===== config.mk =====
export PLATFORM = sky130hd
export DESIGN_NAME = tiny_rv_exec_muldiv
export DESIGN_NICKNAME = d
export VERILOG_FILES = /design/src/rtl/tiny_rv_pkg.sv /design/src/rtl/tiny_rv_muldiv_step.sv /design/src/rtl/tiny_rv_exec_muldiv.sv
export SDC_FILE = /design/constraint.sdc
export NUM_CORES = 1
export LEC_CHECK = 0
export BUFFER_PORTS_ARGS = -buffer_cell sky130_fd_sc_hd__buf_2
export CAP_MARGIN = 10
export CORE_ASPECT_RATIO = 0.6
export CORE_MARGIN = 4
export CORE_UTILIZATION = 40
export DETAILED_ROUTE_END_ITERATION = 16
export SYNTH_ARGS = -nofsm -noshare
export SYNTH_HDL_FRONTEND = slang
export SYNTH_SLANG_ARGS = --single-unit

===== constraint.sdc =====
create_clock -name i_clk -period 5.2 [get_ports i_clk]
set_input_delay 0.26 -clock i_clk [delete_from_list [all_inputs] [get_ports i_clk]]
set_output_delay 0.26 -clock i_clk [all_outputs]
set_load 0.02 [all_outputs]

===== src/rtl/tiny_rv_pkg.sv =====
// Shared definitions for the tiny_rv execute-stage blocks: M-extension funct3
// encodings, the mul/div sequencer states and the default datapath width.
package tiny_rv_pkg;

   localparam int unsigned XLEN_DEF = 32;

   localparam logic [2:0] F3_MUL    = 3'b000;
   localparam logic [2:0] F3_MULH   = 3'b001;
   localparam logic [2:0] F3_MULHSU = 3'b010;
   localparam logic [2:0] F3_MULHU  = 3'b011;
   localparam logic [2:0] F3_DIV    = 3'b100;
   localparam logic [2:0] F3_DIVU   = 3'b101;
   localparam logic [2:0] F3_REM    = 3'b110;
   localparam logic [2:0] F3_REMU   = 3'b111;

   typedef enum logic [1:0] {
      IDLE = 2'd0,
      CALC = 2'd1,
      DONE = 2'd2
   } state_e;

   // Signedness of each operand, as RV32M defines it per funct3.
   function automatic logic f3_rs1_signed(input logic [2:0] f3);
      return (f3 == F3_MULH) || (f3 == F3_MULHSU) || (f3 == F3_DIV) || (f3 == F3_REM);
   endfunction

   function automatic logic f3_rs2_signed(input logic [2:0] f3);
      return (f3 == F3_MULH) || (f3 == F3_DIV) || (f3 == F3_REM);
   endfunction

endpackage


===== src/rtl/tiny_rv_muldiv_step.sv =====
// One retired bit of the iterative unit: shift-add for multiply, restoring
// trial-subtract for divide, both on the shared {hi, lo} register pair.
module tiny_rv_muldiv_step #(
   parameter int unsigned XLEN = 32
) (
   input  logic            is_div,
   input  logic [XLEN-1:0] hi,
   input  logic [XLEN-1:0] lo,
   input  logic [XLEN-1:0] b,
   output logic [XLEN-1:0] hi_nxt_c,
   output logic [XLEN-1:0] lo_nxt_c
);

   logic [XLEN:0]   sum;
   logic [XLEN:0]   rem_shift;
   logic [XLEN:0]   diff;
   logic [XLEN-1:0] addend;

   always_comb begin
      addend    = lo[0] ? b : {XLEN{1'b0}};
      sum       = {1'b0, hi} + {1'b0, addend};
      rem_shift = {hi, lo[XLEN-1]};
      diff      = rem_shift - {1'b0, b};
      hi_nxt_c  = hi;
      lo_nxt_c  = lo;
      if (is_div) begin
         // Borrow out of the trial subtract means restore and shift in a 0.
         if (diff[XLEN]) begin
            hi_nxt_c = rem_shift[XLEN-1:0];
            lo_nxt_c = {lo[XLEN-2:0], 1'b0};
         end else begin
            hi_nxt_c = diff[XLEN-1:0];
            lo_nxt_c = {lo[XLEN-2:0], 1'b1};
         end
      end else begin
         hi_nxt_c = sum[XLEN:1];
         lo_nxt_c = {sum[0], lo[XLEN-1:1]};
      end
   end

endmodule


===== src/rtl/tiny_rv_exec_muldiv.sv =====
// Iterative RV32M multiply/divide unit: operates on operand magnitudes,
// retires BITS_PER_CYCLE bits per clock and fixes up signs on the last edge.
module tiny_rv_exec_muldiv
   import tiny_rv_pkg::*;
#(
   parameter int unsigned XLEN           = XLEN_DEF,
   parameter int unsigned BITS_PER_CYCLE = 1,
   parameter int unsigned TAG_W          = 5
) (
   input  logic             i_clk,
   input  logic             i_rst_n,
   input  logic             i_valid,
   output logic             o_ready,
   input  logic [2:0]       i_funct3,
   input  logic [XLEN-1:0]  i_rs1,
   input  logic [XLEN-1:0]  i_rs2,
   input  logic [TAG_W-1:0] i_tag,
   input  logic             i_flush,
   output logic             o_valid,
   input  logic             i_ready,
   output logic [XLEN-1:0]  o_result,
   output logic [TAG_W-1:0] o_tag,
   output logic             o_busy
);

   localparam int unsigned N     = XLEN / BITS_PER_CYCLE;
   localparam int unsigned CNT_W = $clog2(N) + 1;

   state_e             state, state_n;
   logic [CNT_W-1:0]   cnt, cnt_n;
   logic [2:0]         f3_q, f3_n;
   logic               neg_q, neg_n;
   logic [XLEN-1:0]    b_q, b_n;
   logic [XLEN-1:0]    hi_q, hi_n;
   logic [XLEN-1:0]    lo_q, lo_n;
   logic [TAG_W-1:0]   tag_n;
   logic [XLEN-1:0]    result_n;
   logic               valid_n;
   logic               ready_n;
   logic               busy_n;

   logic               a_sgn, b_sgn;
   logic [XLEN-1:0]    a_mag, b_mag;
   logic               div_zero, div_ovf, special;
   logic [XLEN-1:0]    special_res;
   logic [2*XLEN-1:0]  prod, prod_fix;
   logic [XLEN-1:0]    div_val;
   logic [XLEN-1:0]    final_res;

   logic [XLEN-1:0]    hi_chain [BITS_PER_CYCLE+1];
   logic [XLEN-1:0]    lo_chain [BITS_PER_CYCLE+1];

   assign hi_chain[0] = hi_q;
   assign lo_chain[0] = lo_q;

   for (genvar g = 0; g < BITS_PER_CYCLE; g++) begin : g_step
      tiny_rv_muldiv_step #(.XLEN(XLEN)) u_step (
         .is_div   (f3_q[2]),
         .hi       (hi_chain[g]),
         .lo       (lo_chain[g]),
         .b        (b_q),
         .hi_nxt_c (hi_chain[g+1]),
         .lo_nxt_c (lo_chain[g+1])
      );
   end

   // Operand decode on the accept cycle: magnitudes, sign fix-up flag, shortcuts.
   always_comb begin
      a_sgn    = f3_rs1_signed(i_funct3) && i_rs1[XLEN-1];
      b_sgn    = f3_rs2_signed(i_funct3) && i_rs2[XLEN-1];
      a_mag    = a_sgn ? (-i_rs1) : i_rs1;
      b_mag    = b_sgn ? (-i_rs2) : i_rs2;
      div_zero = i_funct3[2] && (i_rs2 == {XLEN{1'b0}});
      div_ovf  = ((i_funct3 == F3_DIV) || (i_funct3 == F3_REM)) &&
                 (i_rs1 == {1'b1, {(XLEN-1){1'b0}}}) && (i_rs2 == {XLEN{1'b1}});
      special  = div_zero || div_ovf;
      if (div_zero) begin
         special_res = i_funct3[1] ? i_rs1 : {XLEN{1'b1}};
      end else begin
         special_res = i_funct3[1] ? {XLEN{1'b0}} : i_rs1;
      end
   end

   // Result as it stands after the final iteration, with the sign applied.
   always_comb begin
      prod     = {hi_chain[BITS_PER_CYCLE], lo_chain[BITS_PER_CYCLE]};
      prod_fix = neg_q ? (-prod) : prod;
      div_val  = f3_q[1] ? hi_chain[BITS_PER_CYCLE] : lo_chain[BITS_PER_CYCLE];
      if (f3_q[2]) begin
         final_res = neg_q ? (-div_val) : div_val;
      end else if (f3_q == F3_MUL) begin
         final_res = prod_fix[XLEN-1:0];
      end else begin
         final_res = prod_fix[2*XLEN-1:XLEN];
      end
   end

   always_ff @(posedge i_clk or negedge i_rst_n) begin
      if (!i_rst_n) begin
         state <= IDLE;
      end else begin
         state <= state_n;
      end
   end

   always_comb begin
      state_n  = state;
      cnt_n    = cnt;
      f3_n     = f3_q;
      neg_n    = neg_q;
      b_n      = b_q;
      hi_n     = hi_q;
      lo_n     = lo_q;
      tag_n    = o_tag;
      result_n = o_result;
      valid_n  = o_valid;
      unique case (state)
         IDLE: begin
            if (i_valid && o_ready && !i_flush) begin
               f3_n  = i_funct3;
               tag_n = i_tag;
               b_n   = b_mag;
               // Remainder follows the dividend; everything else the product sign.
               neg_n = (i_funct3 == F3_REM) ? a_sgn : (a_sgn ^ b_sgn);
               hi_n  = {XLEN{1'b0}};
               lo_n  = a_mag;
               cnt_n = {CNT_W{1'b0}};
               if (special) begin
                  state_n  = DONE;
                  valid_n  = 1'b1;
                  result_n = special_res;
               end else begin
                  state_n = CALC;
               end
            end
         end
         CALC: begin
            hi_n  = hi_chain[BITS_PER_CYCLE];
            lo_n  = lo_chain[BITS_PER_CYCLE];
            cnt_n = cnt + CNT_W'(1);
            if (cnt == CNT_W'(N - 1)) begin
               state_n  = DONE;
               valid_n  = 1'b1;
               result_n = final_res;
            end
         end
         DONE: begin
            if (i_ready) begin
               state_n = IDLE;
               valid_n = 1'b0;
            end
         end
         default: begin
            state_n = IDLE;
            valid_n = 1'b0;
         end
      endcase
      if (i_flush) begin
         state_n = IDLE;
         valid_n = 1'b0;
      end
      ready_n = (state_n == IDLE);
      busy_n  = (state_n != IDLE);
   end

   always_ff @(posedge i_clk or negedge i_rst_n) begin
      if (!i_rst_n) begin
         cnt      <= '0;
         f3_q     <= '0;
         neg_q    <= 1'b0;
         b_q      <= '0;
         hi_q     <= '0;
         lo_q     <= '0;
         o_tag    <= '0;
         o_result <= '0;
         o_valid  <= 1'b0;
         o_ready  <= 1'b1;
         o_busy   <= 1'b0;
      end else begin
         cnt      <= cnt_n;
         f3_q     <= f3_n;
         neg_q    <= neg_n;
         b_q      <= b_n;
         hi_q     <= hi_n;
         lo_q     <= lo_n;
         o_tag    <= tag_n;
         o_result <= result_n;
         o_valid  <= valid_n;
         o_ready  <= ready_n;
         o_busy   <= busy_n;
      end
   end

endmodule


==> results.yml <==
drt:
  drt-wirelength-per-cell_um: 25.02
  dr.pass1.iters: 6
  viasPerCell: 6.370
  dr_total_vias: 19990
  wl_um: 78520
  drtIter0Drc: 2405
  drtAntennaViolNets: 0
  drc: 0
flow_run:
  maxCapViolations: 0
placed_design:
  dp_hpwl_um: 61130
  place_area_um2: 19810
  dp_cells: 3093
  routabilityCongestion: 1.011
  port_buffers: 116
  place_ws_ns: -0.06048
cells_and_area:
  drive_above_1_share_pct: 19.78
  layout.cells.non_filler: 3138
  nFillCells: 4252
  finish.utilization_pct: 49.31
  seq_area_um2: 3711
  multi_input_area_um2: 12860
  fin_nets: 2704
  diodes: 0
  final_cell_area_um2: 20790
  mostFrequentLayoutCells: "nand2_1, buf_4, o21ai_0, a21oi_1, nor2_1"
  area_delta_synth_final_pct: 21.06
  final_common_cell: "nand2_1"
grt:
  grt_max_degree: 126
  track_usage_pct: 32.98
  grt_pass1_wl_um: 116900
  grt_pass1_vias: 18621
  grt.overflow.total: 0
  antenna_found_initial: 3
critical_path:
  required_ns: 5.52
  critPathMaxFanout: 5
  cp_slowest_cell: "fa_1"
  critPathKind: "flip-flop to flip-flop"
  r2r_end: "o_result[31]"
  cp_slowest_stage_delay_ns: 0.41
  start_kind: "flip-flop"
  path_common_cell: "buf_4"
  worst-path-buf-inv: 3
  endpoint_kind: "flip-flop"
  worstReg2RegStart: "b_q[0]"
  arrival_ns: 5.39
  cp_top_family: "compound AO/OA/AOI/OAI gates"
  r2r_slack_ns: 0.14
  rr_worst_depth: 19
  cp_cell_sequence: "buf_4, and2_1, ha_1, fa_1, a21o_1, a311o_2, a21bo_2, or3_1, a311oi_2, a21o_1, a21oi_1, a311o_1, or3_4, buf_4, nor4_2, buf_4, a31oi_1, xor2_1, a21oi_1"
hold_path:
  hold_start: "i_flush"
  min_to: "o_valid"
  min_path_type: "primary input to flip-flop"
  min_path_cells: 2
power_and_ir_drop:
  p_sw_mw: 8.032
  comb_power_share_pct: 76.5
  clkPwrFrac_pct: 10.1
  leakage_nw: 8.747
  peakVddDrop_mv: 0.3395
  powerDensity_nw_per_um2: 713.5
  p_int_mw: 6.802
  pwr-share-seq_pct: 13.4
  power_mw: 14.83
  p_sw_share_pct: 54.15
die:
  die_h_um: 168.5
  start_util_pct: 40.73
  die_x_um: 275.5
  io_pins: 117
  core_um2: 42160
  die_area_um2: 46420
  row_count: 58
sta:
  setup-tns-final_ns: 0
  setup_violations: 0
  fmax_ghz: 0.1976
  clock-skew-final_ns: 0.01477
  hold_viol: 0
  fin_ws_ns: 0.1382
  whs_ns: 0.03585
  max_slew_margin_pct: 15.24
  fin_crit_sh_pct: 97.34
  fin_crit_ns: 5.062
  worst_slew_pin_slew_ns: 1.267
  drv_slew: 0
clock_tree:
  cts_tree: "built"
  insertion_delay_ns: 0.47
  clk_pin_slew_worst_paths_ns: 0.07
  cts_made_buffers: 17
  clock_path_buffers: 2
  cts_num_sinks: 148
  cts-root-buf: "clkbuf_16"
  htreeDepth: 4
synth:
  syn_nets: 2470
  synthArstFlopShare_pct: 100.0
  synth_edf_count: 0
  synthCells: 2321
  yosysWarnings: 0
  yosysSeqAreaShare_pct: 21.57
  yosysUniqueCellTypes: 102
  ys_ff_latch: 148
  synth_ff_type: "dfrtp_1"
  synth.cell_area_um2: 17170
  syn_avg_cell_area_um2: 7.399
run_status:
  status: "finished, final reports clean"
==> sequential cells by signal, indices dropped and copies added (netlist names) <==
name and count:
b_q 32, hi_q 32, f3_q 3, o_ready 1, lo_q 32, cnt 6, o_valid 1, neg_q 1
state 2, o_result 32, o_busy 1, o_tag 5
==> cell type report <==
class	count	share of cell area, %
Inverter	67	1.210
Timing Repair Buffer	371	12.46
Multi-Input combinational cell	1950	61.88
Clock inverter	13	1.047
Tap cell	570	3.430
Sequential cell	148	17.85
Clock buffer	19	2.130
==> power groups by stage <==
| stage | combinational (mW) | clock (mW) | sequential [mW] |
|---|---|---|---|
| 3_5_place_dp | 10.7 | 0 | 1.98 |
| 4_1_cts | 10.8 | 1.51 | 1.96 |
| 2_1_floorplan | 6.59 | 0 | 1.86 |
| 5_1_grt | 12.1 | 1.56 | 2.03 |
| 6_report | 11.3 | 1.50 | 1.99 |
| 3_3_place_gp | 10.7 | 0 | 1.97 |
==> synth_stat cells (all sizes together), types with 12 or more instances <==
cell / instances / area (um^2)
or3: 27 / 173.9
nand3: 84 / 420.4
nor2b: 12 / 75.07
and2: 53 / 331.6
a31oi: 40 / 250.2
mux2i: 51 / 523.0
nand2b: 17 / 106.4
a21oi: 170 / 854.6
mux2: 21 / 236.5
nand2: 279 / 1047
dfrtp: 147 / 3679
clkbuf: 125 / 470.5
o31ai: 46 / 350.3
a22oi: 16 / 120.1
a211oi: 23 / 190.2
nor2: 159 / 599.3
o41ai: 12 / 135.1
nor3: 73 / 376.6
o21ai: 230 / 1155
a21o: 28 / 210.2
xor2: 87 / 762.0
nand4: 44 / 302.8
or2: 14 / 87.59
buf: 31 / 136.4
a221oi: 13 / 113.9
and3: 16 / 100.1
o211ai: 30 / 230.2
nor4: 21 / 180.2
o221ai: 23 / 201.4
ha: 70 / 875.8
xnor2: 86 / 753.2
inv: 67 / 251.5
maj3: 28 / 280.3
a311oi: 12 / 111.4
==> worst register-to-register path, delay by kind of cell (launching register included) <==
kind | cells | cell delay (ns)
adder cells (fa/ha/maj) | 2 | 0.66
flip-flops | 1 | 0.40
AO/OA/AOI/OAI | 9 | 1.92
buffers and inverters | 3 | 0.53
XOR/XNOR | 1 | 0.20
AND/OR/NAND/NOR | 4 | 1.23
==> per-layer routing <==
metal | wire (um) | global-route usage, % | part of all wire (%) | vias up
li1 | - | - | - | 9050
met1 | 36580 | 50.79 | 47 | 9696
met2 | 30890 | 45.18 | 39 | 1127
met3 | 9661 | 9.762 | 12 | 115
met4 | 1383 | 6.294 | 1.8 | 2
met5 | 8 | 0 | 0.010 | -
==> what timing repair did <==
item / 4_1_cts / 5_1_grt
setup buffers: 4 / 3
endpoints found under the setup margin: 8 / 21
gates resized for setup: 2 / 35
hold endpoints to repair: 71 / 0
hold buffers: 6 / 0
cloned: 0 / 0
pin swaps: 1 / 14
==> cell families after synthesis <==
family / synth area share, %
AOI/OAI and AO/OA: 28.64
xor gates and xnor gates: 8.823
adders and majority gates: 6.965
buffers and inverters: 4.998
DFF: 21.57
muxes: 4.553
and+or+nand+nor: 24.45
==> worst max path at each step <==
| stage | startpoint | end | slack, ns | cells after the start |
|---|---|---|---|---|
| final | b_q[0] | o_result[31] | 0.14 | 19 |
| after global routing | b_q[17] | o_result[26] | -0.0007 | 23 |
| after CTS | b_q[0] | o_result[23] | 0.04 | 18 |
| after detailed placement | b_q[21] | o_result[28] | -0.06 | 23 |
| after global placement | b_q[21] | o_result[28] | 0.06 | 23 |
| after floorplan | lo_q[31] | o_result[28] | 0.07 | 24 |
Note: power is estimated with default switching activity, not from simulation.
